==> src/rtl/ariane_axi_pkg.sv <==
// ariane_axi: AXI4 request/response structs used as default port types of the drain unit.
package ariane_axi;
    localparam int unsigned IdWidth   = 4;
    localparam int unsigned AddrWidth = 64;
    localparam int unsigned DataWidth = 64;

    typedef struct packed {
        logic [IdWidth-1:0]   id;
        logic [AddrWidth-1:0] addr;
        logic [7:0]           len;
        logic [2:0]           size;
        logic [1:0]           burst;
    } ax_chan_t;

    typedef struct packed {
        logic [DataWidth-1:0]   data;
        logic [DataWidth/8-1:0] strb;
        logic                   last;
    } w_chan_t;

    typedef struct packed {
        logic [IdWidth-1:0] id;
        logic [1:0]         resp;
    } b_chan_t;

    typedef struct packed {
        logic [IdWidth-1:0]   id;
        logic [DataWidth-1:0] data;
        logic [1:0]           resp;
        logic                 last;
    } r_chan_t;

    typedef struct packed {
        ax_chan_t aw;
        logic     aw_valid;
        w_chan_t  w;
        logic     w_valid;
        logic     b_ready;
        ax_chan_t ar;
        logic     ar_valid;
        logic     r_ready;
    } req_t;

    typedef struct packed {
        logic    aw_ready;
        logic    ar_ready;
        logic    w_ready;
        logic    b_valid;
        b_chan_t b;
        logic    r_valid;
        r_chan_t r;
    } resp_t;
endpackage

==> src/rtl/std_cache_pkg.sv <==
// std_cache_pkg: drain FSM state encoding and default outstanding-transaction limits.
package std_cache_pkg;
    typedef enum logic [1:0] {RUN, DRAIN, HALTED} drain_state_e;

    localparam int unsigned DefaultMaxRdTxn = 4;
    localparam int unsigned DefaultMaxWrTxn = 4;
endpackage

==> src/rtl/axi_txn_counter.sv <==
// axi_txn_counter: saturating up/down outstanding-transaction counter with clamped count output.
module axi_txn_counter #(
    parameter int unsigned Max = 4
) (
    input  logic                       clk_i,
    input  logic                       rst_ni,
    input  logic                       inc,
    input  logic                       dec,
    output logic [$clog2(Max+1)-1:0]   count,
    output logic                       limit,
    output logic                       zero
);
    localparam int unsigned CntW = $clog2(Max + 2);
    localparam int unsigned OutW = $clog2(Max + 1);

    // One slot above Max absorbs the transaction a held valid can push past the limit.
    logic [CntW-1:0] cnt, cnt_nxt;

    always_comb begin
        cnt_nxt = (inc && !dec) ? ((cnt == CntW'(Max + 1)) ? cnt : cnt + 1'b1)
                : (dec && !inc) ? ((cnt == '0) ? cnt : cnt - 1'b1)
                : cnt;
    end

    always_ff @(posedge clk_i) begin
        if (!rst_ni) begin
            cnt <= '0;
        end else begin
            a_underflow: assert (!(dec && !inc && cnt == '0));
            cnt <= cnt_nxt;
        end
    end

    assign count = (cnt > CntW'(Max)) ? OutW'(Max) : cnt[OutW-1:0];
    assign limit = cnt >= CntW'(Max);
    assign zero  = cnt == '0;
endmodule

==> src/rtl/cache_axi_drain_unit.sv <==
// cache_axi_drain_unit: gates new AR/AW on a cache AXI port to quiesce it on request,
// tracking outstanding reads and writes so the drain is acknowledged only once idle.
module cache_axi_drain_unit
    import std_cache_pkg::*;
#(
    parameter int unsigned AxiIdWidth = 4,
    parameter int unsigned MaxRdTxn   = DefaultMaxRdTxn,
    parameter int unsigned MaxWrTxn   = DefaultMaxWrTxn,
    parameter type         axi_req_t  = ariane_axi::req_t,
    parameter type         axi_rsp_t  = ariane_axi::resp_t
) (
    input  logic                            clk_i,
    input  logic                            rst_ni,
    input  logic                            drain_req_i,
    output logic                            drain_ack_o,
    output logic                            busy_o,
    output logic [$clog2(MaxRdTxn+1)-1:0]   rd_outstanding_o,
    output logic [$clog2(MaxWrTxn+1)-1:0]   wr_outstanding_o,
    input  axi_req_t                        slv_req_i,
    output axi_rsp_t                        slv_resp_o,
    output axi_req_t                        mst_req_o,
    input  axi_rsp_t                        mst_resp_i
);
    if (AxiIdWidth < 1 || MaxRdTxn < 1 || MaxWrTxn < 1) begin : g_bad_param
        $error("cache_axi_drain_unit: AxiIdWidth, MaxRdTxn and MaxWrTxn must be >= 1");
    end

    drain_state_e state;
    logic ar_held, aw_held, fwd_ar, fwd_aw;
    logic ar_hs, aw_hs, r_done, b_done;
    logic rd_limit, wr_limit, rd_zero, wr_zero;

    // A valid already presented downstream stays forwarded until its handshake.
    always_comb begin
        fwd_ar              = ar_held || (state == RUN && !rd_limit);
        fwd_aw              = aw_held || (state == RUN && !wr_limit);
        mst_req_o           = slv_req_i;
        mst_req_o.ar_valid  = slv_req_i.ar_valid && fwd_ar;
        mst_req_o.aw_valid  = slv_req_i.aw_valid && fwd_aw;
        slv_resp_o          = mst_resp_i;
        slv_resp_o.ar_ready = mst_resp_i.ar_ready && fwd_ar;
        slv_resp_o.aw_ready = mst_resp_i.aw_ready && fwd_aw;
    end

    assign ar_hs  = mst_req_o.ar_valid && mst_resp_i.ar_ready;
    assign aw_hs  = mst_req_o.aw_valid && mst_resp_i.aw_ready;
    assign r_done = mst_resp_i.r_valid && slv_req_i.r_ready && mst_resp_i.r.last;
    assign b_done = mst_resp_i.b_valid && slv_req_i.b_ready;

    axi_txn_counter #(.Max(MaxRdTxn)) u_rd_cnt (
        .clk_i (clk_i),
        .rst_ni(rst_ni),
        .inc   (ar_hs),
        .dec   (r_done),
        .count (rd_outstanding_o),
        .limit (rd_limit),
        .zero  (rd_zero)
    );

    axi_txn_counter #(.Max(MaxWrTxn)) u_wr_cnt (
        .clk_i (clk_i),
        .rst_ni(rst_ni),
        .inc   (aw_hs),
        .dec   (b_done),
        .count (wr_outstanding_o),
        .limit (wr_limit),
        .zero  (wr_zero)
    );

    assign busy_o = !rd_zero || !wr_zero || ar_held || aw_held;

    always_ff @(posedge clk_i) begin
        if (!rst_ni) begin
            state       <= RUN;
            drain_ack_o <= 1'b0;
            ar_held     <= 1'b0;
            aw_held     <= 1'b0;
        end else begin
            ar_held <= mst_req_o.ar_valid && !mst_resp_i.ar_ready;
            aw_held <= mst_req_o.aw_valid && !mst_resp_i.aw_ready;
            case (state)
                RUN: if (drain_req_i) state <= DRAIN;
                DRAIN: begin
                    if (!drain_req_i) begin
                        state <= RUN;
                    end else if (!busy_o) begin
                        state       <= HALTED;
                        drain_ack_o <= 1'b1;
                    end
                end
                HALTED: begin
                    if (!drain_req_i) begin
                        state       <= RUN;
                        drain_ack_o <= 1'b0;
                    end
                end
                default: begin
                    state       <= RUN;
                    drain_ack_o <= 1'b0;
                end
            endcase
        end
    end
endmodule

==> config.mk <==
export PLATFORM = sky130hd
export DESIGN_NAME = cache_axi_drain_unit
export DESIGN_NICKNAME = d
export VERILOG_FILES = /design/src/rtl/ariane_axi_pkg.sv /design/src/rtl/std_cache_pkg.sv /design/src/rtl/axi_txn_counter.sv /design/src/rtl/cache_axi_drain_unit.sv
export SDC_FILE = /design/constraint.sdc
export NUM_CORES = 1
export LEC_CHECK = 0
export ABC_AREA = 1
export CELL_PAD_IN_SITES_DETAIL_PLACEMENT = 1
export CELL_PAD_IN_SITES_GLOBAL_PLACEMENT = 2
export CORE_AREA = 4 4 249 251
export CTS_CLUSTER_DIAMETER = 30
export DETAILED_ROUTE_END_ITERATION = 10
export DIE_AREA = 0 0 253 255
export GPL_TIMING_DRIVEN = 0
export PLACE_DENSITY = 0.62
export SLEW_MARGIN = 20
export SYNTH_ARGS = -nofsm -noshare
export SYNTH_HDL_FRONTEND = slang
export SYNTH_SLANG_ARGS = --single-unit
==> constraint.sdc <==
create_clock -name clk_i -period 5.3 [get_ports clk_i]
set_input_delay 1.06 -clock clk_i [delete_from_list [all_inputs] [get_ports clk_i]]
set_output_delay 1.06 -clock clk_i [all_outputs]
set_load 0.01 [all_outputs]
## Yosys cells after proc, flatten, opt, wreduce, memory -nomap -nowiden

Index checks and enable logic that the tools add are counted.

| storage, ports and cells | value |
|---|---|
| register bits | 11 |
| bits in latches | 0 |
| memory bits (writable) | 0 |
| ROM bits | 0 |
| input bits | 325 |
| output and inout port bits | 330 |
| word-level logic and storage cells | 88 |
| memories | 0 |

| operators by class | value |
|---|---|
| add/sub/neg operators | 4 |
| $mul | 0 |
| divide/modulo/power cells | 0 |
| order comparisons | 4 |
| equality and inequality tests | 13 |
| shift operators | 0 |
| mux-type cells | 19 |
| bitwise operators | 1 |
| reduce and logical (&&, ||, !) cells | 41 |

Operators with widths:

| cell | count |
|---|---|
| 3-bit two-way mux | 10 |
| 1-bit logical AND | 17 |
| 2-bit != test (second input constant) | 6 |
| 1-bit zero test | 10 |
| 3-bit AND reduction | 3 |
| 2-bit two-way mux | 4 |
| 3-bit by 1-bit adder with 3-bit output (second input constant) | 2 |
| 3-bit == test (second input constant) | 2 |
| 3-bit greater-or-equal comparator (second input constant) | 2 |
| 3-bit > comparator (second input constant) | 2 |
| 3-bit zero test | 2 |
| 2-bit case mux with 3 select lines | 1 |
| 3-bit by 1-bit subtractor with 3-bit output (second input constant) | 2 |
| 1-bit logical OR | 5 |
| 2-bit by 1-bit != test with 1-bit output (second input constant) | 2 |
| 4-bit AND reduction | 1 |
| 2-bit nonzero test | 2 |
| 1-bit two-way mux | 3 |
| 3-bit != test (second input constant) | 1 |
| 1-bit case mux with 3 select lines | 1 |
| 2-bit by 1-bit == test with 1-bit output (second input constant) | 1 |
| 2-bit == test (second input constant) | 1 |
| 2-bit zero test | 1 |
| 1-bit NOT | 1 |

## Longest topological paths before layout

Gate-level depths: netlist of run 1.

| depth | value |
|---|---|
| depth after elaboration | 10 |
| gate-level depth with buffers | 12 |
| mapped depth without buffers | 12 |

## Cells and area by module

A second synthesis of run 1 with hierarchy kept.

| unflattened totals | value |
|---|---|
| cells, all modules | 439 |
| area total of the unflattened synthesis | 3143.0 µm² |

By module, submodules not included:

| module | times used | cells an instance | area an instance (µm²) | seq. area each (µm²) |
|---|---|---|---|---|
| cache_axi_drain_unit | 1 | 361 | 2662.6 | 100.1 |
| axi_txn_counter | 2 | 39 | 240.2 | 60.1 |

## Worst setup path after synthesis of run 1

Ideal clock, no wire load.

| timing path | value |
|---|---|
| path type | input -> register |
| from | input port slv_req_i[158] in the netlist's numbering |
| to | register u_wr_cnt.cnt[2] |
| arrival time | 2.603 ns |
| required time | 5.230 ns |
| path slack | 2.627 ns |
| cell stages on the path | 11 |
| buffers on the path | 0 |
| cell sequence | inv_1 -> nor2_1 -> inv_1 -> nor2_1 -> ha_1 -> inv_1 -> fa_1 -> or2_2 -> nand4_1 -> o21ai_0 -> a21oi_1 |

RTL lines:

| element | RTL line | text |
|---|---|---|
| start: declaration | cache_axi_drain_unit.sv:19 | `input axi_req_t slv_req_i,` |
| end signal: assignment | axi_txn_counter.sv:30 | `cnt <= cnt_nxt;` |
| end: declaration | axi_txn_counter.sv:17 | `logic [CntW-1:0] cnt, cnt_nxt;` |

==> results.json, run 1 <==
{
  "outcome": "completed",
  "path_max_fanout": 3,
  "grt_pass1_vias": 3871,
  "synth.cell_area_sq_um": 3100,
  "p_per_area_nw_per_um2": 122,
  "grt_pass1_wl_mm": 24.2,
  "io_pins": 655,
  "whs_endpoint": "drain_ack_o",
  "pre_cts_ws_ps": 1660,
  "synth_seq_cells": 11,
  "worstHoldPathCells": 2,
  "hp-class": "reg2reg",
  "hpwl_mm": 18.4,
  "cts_made_buffers": 3,
  "place_inst": 1547,
  "synth_nets": 752,
  "syn_to_final_growth_pct": 144,
  "vias": 3564,
  "regArea_sq_um": 220,
  "regToRegStartpoint": "state[0]",
  "crit_required_ps": 4240,
  "die_area_sq_um": 64500,
  "post-route-util": 0.126,
  "drt-total-wl_mm": 19.2,
  "cts-root-buf": "clkbuf_16",
  "viasPerCell": 2.30,
  "dieHeight_um": 255,
  "postSynthAreaPerCell_sq_um": 7.31,
  "yosysSeqAreaShare": 0.0711,
  "rows": 90,
  "cts_max_path_buffers": 2,
  "rsz0062_at_grt": "false",
  "fmax_ghz": 0.280,
  "start_util": 0.0517,
  "final_nets": 1098,
  "reg2reg_depth": 12,
  "cp.arrival_ps": 2520,
  "min-delay-start": "drain_ack_o",
  "r2r_slack_ps": 2650,
  "maxCapViolCount": 0,
  "h-tree-depth": 1,
  "syn_inst": 424,
  "cts_tree": "done",
  "clkLatencyLatePin_ps": 250,
  "core_area_sq_um": 59900,
  "cts_hold_buffers": 0,
  "grt_use_total": 0.0502,
  "place_congestion": 0.766,
  "tightest_slew_ps": 550,
  "multi_input_area_sq_um": 398,
  "layout_common_cells": "clkdlybuf4s50_1 (341), buf_4 (318), inv_1 (22)",
  "timing.rr.end": "u_wr_cnt.cnt[2]",
  "grt_max_degree": 8,
  "finalWorstPathRequiredPeriod_ps": 3580,
  "fin_cells": 1552,
  "grt_antenna_before_repair": 1,
  "p_leak_nw": 3.23,
  "first_pass_iters": 4,
  "wl_met2_mm": 11.4,
  "crit_type": "in2out",
  "yosys_warnings": 0,
  "drc": 0,
  "antenna_left": 0,
  "fin_skew_ps": 3.78,
  "layout_commonest_cell": "clkdlybuf4s50_1",
  "finalSetupViolations": 0,
  "dr.first_iter.drc_count": 46,
  "fill_cells": 7156,
  "ir_worst_vdd_mv": 0.0786,
  "worstSetupStartpointType": "primary input",
  "finalCritPeriodShare": 0.675,
  "cts_setup_buffers": 0,
  "grt_overflow": 0,
  "met3_length_mm": 2.07,
  "slew_viol_final": 0,
  "cts.clk_slew.worst_paths_ps": 50,
  "port_buffers": 341,
  "post-route-cell-area_sq_um": 7570,
  "synth.distinct_cells": 23,
  "drive_gt1_frac": 0.428,
  "wl_met1_mm": 5.67,
  "top_layer": "met4",
  "cp-end-kind": "output port",
  "relSlewSlack": 0.633,
  "finalSetupTns_ps": 0,
  "wl_per_cell_um": 12.4,
  "post_dp_cell_area_sq_um": 7490,
  "cts_resized": 0,
  "die_w_um": 253,
  "worst_slack_ps": 1720,
  "cts_sinks": 11,
  "hold_violations": 0
}
## per-stage QoR
stage                     hold WS, ps  power (mW)
final                             468       0.922
after global routing              495       0.990
after CTS                         478       0.950
after detailed placement          468       0.787
after global placement            457       0.783
after floorplan                   477       0.431
## registers in the layout, summed over array words and instances (netlist names)
| signal | flops |
|---|---|
| ar_held | 1 |
| aw_held | 1 |
| drain_ack_o | 1 |
| state | 2 |
| u_rd_cnt.cnt | 3 |
| u_wr_cnt.cnt | 3 |
## cells by family (layout without fill, tap and decap cells)
| kind of cell | Yosys count | in the layout | share of synthesized area |
|---|---|---|---|
| AO/OA/AOI/OAI | 18 | 18 | 0.0343 |
| adder cells (fa/ha/maj) | 3 | 3 | 0.0170 |
| buffers and inverters | 343 | 688 | 0.801 |
| flip-flops | 11 | 11 | 0.0711 |
| other | 0 | 1 | 0 |
| AND/OR/NAND/NOR | 49 | 49 | 0.0771 |
## routing by layer
metal	track usage	vias up
li1	-	1668
met1	0.0454	1572
met2	0.107	320
met3	0.0182	4
met4	0.00757	0
met5	0	-
## cell usage after synthesis, drive strengths merged
cell type  number  area share
dfxtp          11       0.071
fa              2       0.013
nor3            2      0.0032
nor2           13       0.017
nand4           4       0.013
o22ai           1      0.0020
inv            23       0.028
o2111ai         1      0.0028
ha              1      0.0040
nand3          10       0.018
clkbuf          2      0.0024
buf           318        0.77
o21ai           5       0.012
or2             1      0.0020
a21oi          11       0.018
nand2          18       0.023
nor4            1      0.0020
## power by group
group	internal, mW	switching [mW]	total (mW)
Sequential	0.0930	0.0107	0.104
Clock	0.101	0.0502	0.151
Combinational	0.416	0.251	0.667
Total	0.610	0.312	0.922
## worst max-delay path: stages
cell and delay, ps:
clkdlybuf4s50_1 560, inv_1 80, nor2_1 170, clkdlybuf4s50_1 640
## final cells by class
type                    instances  share of cell area
plain buffers                 320               0.316
clock buffers                   3             0.00991
flip-flops and latches         11              0.0291
well taps                     782               0.129
repair buffers                341               0.451
inverters                      23              0.0114
diodes                          1            0.000330
clock inverters                 1            0.000661
multi-input cells              70              0.0525
## how the worst max path moves through the flow
stage                              start  slack, ps         endpoint
after detailed placement    slv_req_i[1]       1660     mst_req_o[1]
final                       slv_req_i[1]       1720     mst_req_o[1]
after global routing        slv_req_i[1]       1610     mst_req_o[1]
after floorplan           slv_req_i[158]       2630  u_wr_cnt.cnt[2]
after CTS                   slv_req_i[1]       1650     mst_req_o[1]
after global placement      slv_req_i[1]       1700     mst_req_o[1]
Note: power is estimated with default switching activity, not from simulation.
==> inputs of run 2 (changes only) <==
--- a/config.mk
+++ b/config.mk
@@ -13,7 +13,7 @@
 export DETAILED_ROUTE_END_ITERATION = 10
 export DIE_AREA = 0 0 253 255
 export GPL_TIMING_DRIVEN = 0
-export PLACE_DENSITY = 0.62
+export PLACE_DENSITY = 0.65
 export SLEW_MARGIN = 20
 export SYNTH_ARGS = -nofsm -noshare
 export SYNTH_HDL_FRONTEND = slang
==> constraint.sdc (replaced) <==
create_clock -name clk_i -period 3.2 [get_ports clk_i]
set_input_delay 0.64 -clock clk_i [delete_from_list [all_inputs] [get_ports clk_i]]
set_output_delay 0.64 -clock clk_i [all_outputs]
set_load 0.01 [all_outputs]
==> results.json, run 2 (same netlist as run 1, synthesis figures left out) <==
{
  "outcome": "completed",
  "p_sw_uw": 502,
  "rows": 90,
  "layout_common_cells": "clkdlybuf4s50_1 (341), buf_4 (318), inv_1 (22)",
  "r2r_slack_ps": 920,
  "dieHeight_um": 255,
  "cp_slowest_cell": "clkdlybuf4s50_1",
  "io_pins": 655,
  "finalSetupTns_ps": 0,
  "hp-class": "reg2reg",
  "p_int_mw": 1.01,
  "cp-end-kind": "output port",
  "pwr-share-clk": 0.151,
  "relSlewSlack": 0.723,
  "comb_power_share": 0.735,
  "h-tree-depth": 1,
  "port_buffers": 341,
  "p_leak_nw": 3.22,
  "timing.rr.end": "u_wr_cnt.cnt[2]",
  "cp.arrival_ps": 2150,
  "dr.first_iter.drc_count": 41,
  "cts_hold_buffers": 0,
  "finalSetupViolations": 0,
  "path_delay_family": "buffers and inverters",
  "worst_slack_ps": 415,
  "swShare": 0.332,
  "cp_slowest_stage_delay_ps": 710,
  "grt_pass1_vias": 3779,
  "wl_per_cell_um": 12.8,
  "hpwl_mm": 19.1,
  "rsz0062_at_grt": "false",
  "die_area_sq_um": 64500,
  "crit_type": "in2out",
  "pre_cts_ws_ps": 351,
  "cts_made_buffers": 3,
  "cts_setup_buffers": 0,
  "grt_max_degree": 7,
  "whs_endpoint": "drain_ack_o",
  "grt_use_total": 0.0515,
  "hold_violations": 0,
  "first_pass_iters": 4,
  "layout_commonest_cell": "clkdlybuf4s50_1",
  "finalWorstPathRequiredPeriod_ps": 2790,
  "cts_tree": "done",
  "drive_gt1_frac": 0.427,
  "crit_path_frequent_cell": "clkdlybuf4s50_1",
  "place_congestion": 0.774,
  "grt_overflow": 0,
  "cts_resized": 0,
  "syn_to_final_growth_pct": 144,
  "p_per_area_nw_per_um2": 200,
  "fmax_ghz": 0.359,
  "drt-total-wl_mm": 19.9,
  "crit_required_ps": 2560,
  "reg2reg_depth": 12,
  "ir_worst_vdd_mv": 0.214,
  "drc": 0,
  "tightest_slew_ps": 415,
  "cts_sinks": 11,
  "worstSetupStartpointType": "primary input",
  "vias": 3535,
  "slew_viol_final": 0,
  "final_nets": 1098,
  "path_max_fanout": 3,
  "grt_antenna_before_repair": 3,
  "viasPerCell": 2.28,
  "fin_cells": 1553,
  "reg_top3": "u_rd_cnt.cnt x3, u_wr_cnt.cnt x3, state x2",
  "post-route-cell-area_sq_um": 7570,
  "place_inst": 1547,
  "core_area_sq_um": 59900,
  "regToRegStartpoint": "state[0]",
  "antenna_left": 0,
  "crit_buf_inv": 3,
  "die_w_um": 253,
  "post_dp_cell_area_sq_um": 7490,
  "worstPathCellList": "clkdlybuf4s50_1, inv_1, nor2_1, clkdlybuf4s50_1",
  "grt_pass1_wl_mm": 24.7,
  "min-delay-start": "drain_ack_o",
  "cts.clk_slew.worst_paths_ps": 40,
  "finalCritPeriodShare": 0.870,
  "cts_max_path_buffers": 2,
  "clkLatencyLatePin_ps": 240,
  "maxCapViolCount": 0,
  "start_util": 0.0517,
  "cts-root-buf": "clkbuf_16",
  "pwr-share-seq": 0.113,
  "worstHoldPathCells": 2,
  "fin_skew_ps": 0.461
}
-- run 2: cell types whose count changed in the layout (fill, tap and decap cells not counted), sizes merged --
cell / previous run / this run
clkinv: 1 / 0
clkbuf: 5 / 6
diode: 1 / 2
-- run 2: per-stage QoR --
stage                     hold WS, ps  utilization  power [mW]
final                             477        0.126        1.51
after global routing              515        0.126        1.62
after CTS                         484        0.126        1.55
after detailed placement          468        0.125        1.31
after global placement            464        0.125        1.31
after floorplan                   477            -       0.713
-- run 2: area by class of cell --
cell class | count | area, sq um
timing repair buffer | 341 | 3410
fill | 7159 | 52300
sequential | 11 | 220
clock buffer | 4 | 78.8
tap | 782 | 978
multi-input combinational | 70 | 398
inverter | 23 | 86.3
antenna | 2 | 5.00
buffer | 320 | 2390
-- run 2: worst max-delay path by stage --
stage	startpoint	endpoint	slack [ps]	depth (start not counted)
4_1_cts	slv_req_i[1]	mst_req_o[1]	350	4
2_1_floorplan	slv_req_i[158]	u_wr_cnt.cnt[2]	950	11
3_5_place_dp	slv_req_i[1]	mst_req_o[1]	350	4
5_1_grt	slv_req_i[1]	mst_req_o[1]	220	4
6_report	slv_req_i[1]	mst_req_o[1]	410	4
3_3_place_gp	slv_req_i[1]	mst_req_o[1]	340	4
-- run 2: layer usage --
layer  share of wire  global-route usage  up-vias
li1                -                   -     1670
met1            0.29              0.0459     1540
met2            0.57               0.107      319
met3            0.13              0.0235        4
met4          0.0042             0.00867        2
met5         0.00065                   0        -
-- run 2: power groups by stage --
stage / registers, mW / logic (mW) / clock network (mW)
floorplan: 0.170 / 0.543 / 0
global placement: 0.173 / 1.13 / 0
detailed placement: 0.174 / 1.14 / 0
CTS: 0.172 / 1.14 / 0.237
global route: 0.175 / 1.20 / 0.244
finish: 0.171 / 1.11 / 0.229
-- run 2: worst min-delay path, stage by stage (launching register included) --
cell	delay, ps
dfxtp_1	310
nand2_1	60
a21oi_1	50
==> inputs of run 3 (changes only) <==
--- a/config.mk
+++ b/config.mk
@@ -8,12 +8,13 @@
 export ABC_AREA = 1
 export CELL_PAD_IN_SITES_DETAIL_PLACEMENT = 1
 export CELL_PAD_IN_SITES_GLOBAL_PLACEMENT = 2
-export CORE_AREA = 4 4 249 251
+export CORE_AREA = 4 4 254 256
 export CTS_CLUSTER_DIAMETER = 30
 export DETAILED_ROUTE_END_ITERATION = 10
-export DIE_AREA = 0 0 253 255
+export DIE_AREA = 0 0 258 260
+export DONT_BUFFER_PORTS = 1
 export GPL_TIMING_DRIVEN = 0
-export PLACE_DENSITY = 0.65
+export PLACE_DENSITY = 0.3
 export SLEW_MARGIN = 20
 export SYNTH_ARGS = -nofsm -noshare
 export SYNTH_HDL_FRONTEND = slang
==> results.json, run 3 (same netlist as run 1, synthesis figures left out) <==
{
  "hp-class": "in2reg",
  "layout_commonest_cell": "buf_4",
  "grt_use_total": 0.0374,
  "worstPathCellList": "nor2_2, a21oi_1, nor2_2, inv_1, nor2_1, ha_1, inv_1, fa_1, or2_2, nand4_1, o21ai_0, a21oi_1",
  "pre_cts_ws_ps": 40.0,
  "crit_required_ps": 3400,
  "rsz0062_at_grt": "false",
  "crit_buf_inv": 2,
  "finalSetupViolations": 0,
  "first_pass_iters": 4,
  "grt_pass1_vias": 2437,
  "min-delay-start": "mst_resp_i[81]",
  "antenna_left": 0,
  "layout_common_cells": "buf_4 (318), inv_1 (22), nand2_1 (17)",
  "grt_pass1_wl_mm": 17.7,
  "hpwl_mm": 15.1,
  "cts.clk_slew.worst_paths_ps": 60,
  "cts_made_buffers": 3,
  "dr.first_iter.drc_count": 24,
  "finalWorstPathRequiredPeriod_ps": 2840,
  "ir_worst_vdd_mv": 0.140,
  "die_w_um": 258,
  "place_congestion": 0.640,
  "cts_tree": "done",
  "cts-root-buf": "clkbuf_16",
  "crit_type": "reg2reg",
  "post-route-util": 0.0680,
  "drc": 0,
  "final_nets": 757,
  "h-tree-depth": 1,
  "tightest_slew_ps": 463,
  "grt_overflow": 0,
  "wl_per_cell_um": 12.5,
  "worstSetupStartpointType": "flip-flop",
  "cts_resized": 0,
  "viasPerCell": 1.83,
  "p_per_area_nw_per_um2": 255,
  "cts_sinks": 11,
  "slew_viol_final": 0,
  "clkLatencyLatePin_ps": 260,
  "fmax_ghz": 0.352,
  "path_delay_family": "simple AND/OR/NAND/NOR gates",
  "fin_skew_ps": 6.89,
  "cts_setup_buffers": 0,
  "finalPower_mw": 1.08,
  "reg_top3": "u_rd_cnt.cnt x3, u_wr_cnt.cnt x3, state x2",
  "worst_slack_ps": 357,
  "maxCapViolCount": 0,
  "syn_to_final_growth_pct": 37.1,
  "dieHeight_um": 260,
  "drt-total-wl_mm": 16.0,
  "cp_slowest_cell": "nor2_2",
  "cts_hold_buffers": 0,
  "cp-end-kind": "flip-flop",
  "rows": 92,
  "hold_violations": 0,
  "die_area_sq_um": 67100,
  "cp_slowest_stage_delay_ps": 390,
  "regToRegStartpoint": "state[0]",
  "startpoint": "state[0]",
  "grt_antenna_before_repair": 4,
  "start_util": 0.0496,
  "io_pins": 655,
  "cp.arrival_ps": 3040,
  "outcome": "completed",
  "relSlewSlack": 0.691,
  "cts_max_path_buffers": 2,
  "vias": 2332,
  "p_leak_nw": 1.90,
  "core_area_sq_um": 62500,
  "drive_gt1_frac": 0.771,
  "grt_max_degree": 8,
  "finalSetupTns_ps": 0,
  "path_max_fanout": 4,
  "finalCritPeriodShare": 0.888,
  "port_buffers": 0
}
[run 3: report_power, final]
group / total (mW) / switching (mW) / internal [mW] / leakage (nW)
clock network: 0.264 / 0.0957 / 0.168 / 0.0409
logic: 0.646 / 0.344 / 0.303 / 1.76
registers: 0.174 / 0.0203 / 0.154 / 0.0898
total: 1.08 / 0.460 / 0.625 / 1.90
[run 3: metal layers]
layer,routed length [um],GRT usage,vias to the layer above
li1,-,-,987
met1,4820,0.0366,1037
met2,8980,0.0714,298
met3,1790,0.0149,10
met4,357,0.0127,0
met5,0,0,-
[run 3: through the flow]
step	area (sq um)	instances	hold slack, ps
floorplan	3100	424	477
global placement	4160	1270	514
detailed placement	4160	1270	507
finish	4250	1277	457
global route	4250	1277	443
CTS	4240	1274	441
[run 3: cell type report]
cell class                      count  area [sq um]
Antenna cell                        3          7.51
Buffer                            320          2390
Clock buffer                        3          75.1
Clock inverter                      1          5.00
Fill cell                        7560         58300
Inverter                           23          86.3
Multi-Input combinational cell     70           400
Sequential cell                    11           220
Tap cell                          846          1060
[run 3: path summary, 6_finish.rpt]
check	endpoint	slack, ps	cells past startpoint
worst max-delay path	u_wr_cnt.cnt[2]	360	12
worst min-delay path	aw_held	460	1
worst max register to register	u_wr_cnt.cnt[2]	360	12
worst min register to register	u_rd_cnt.cnt[0]	510	2
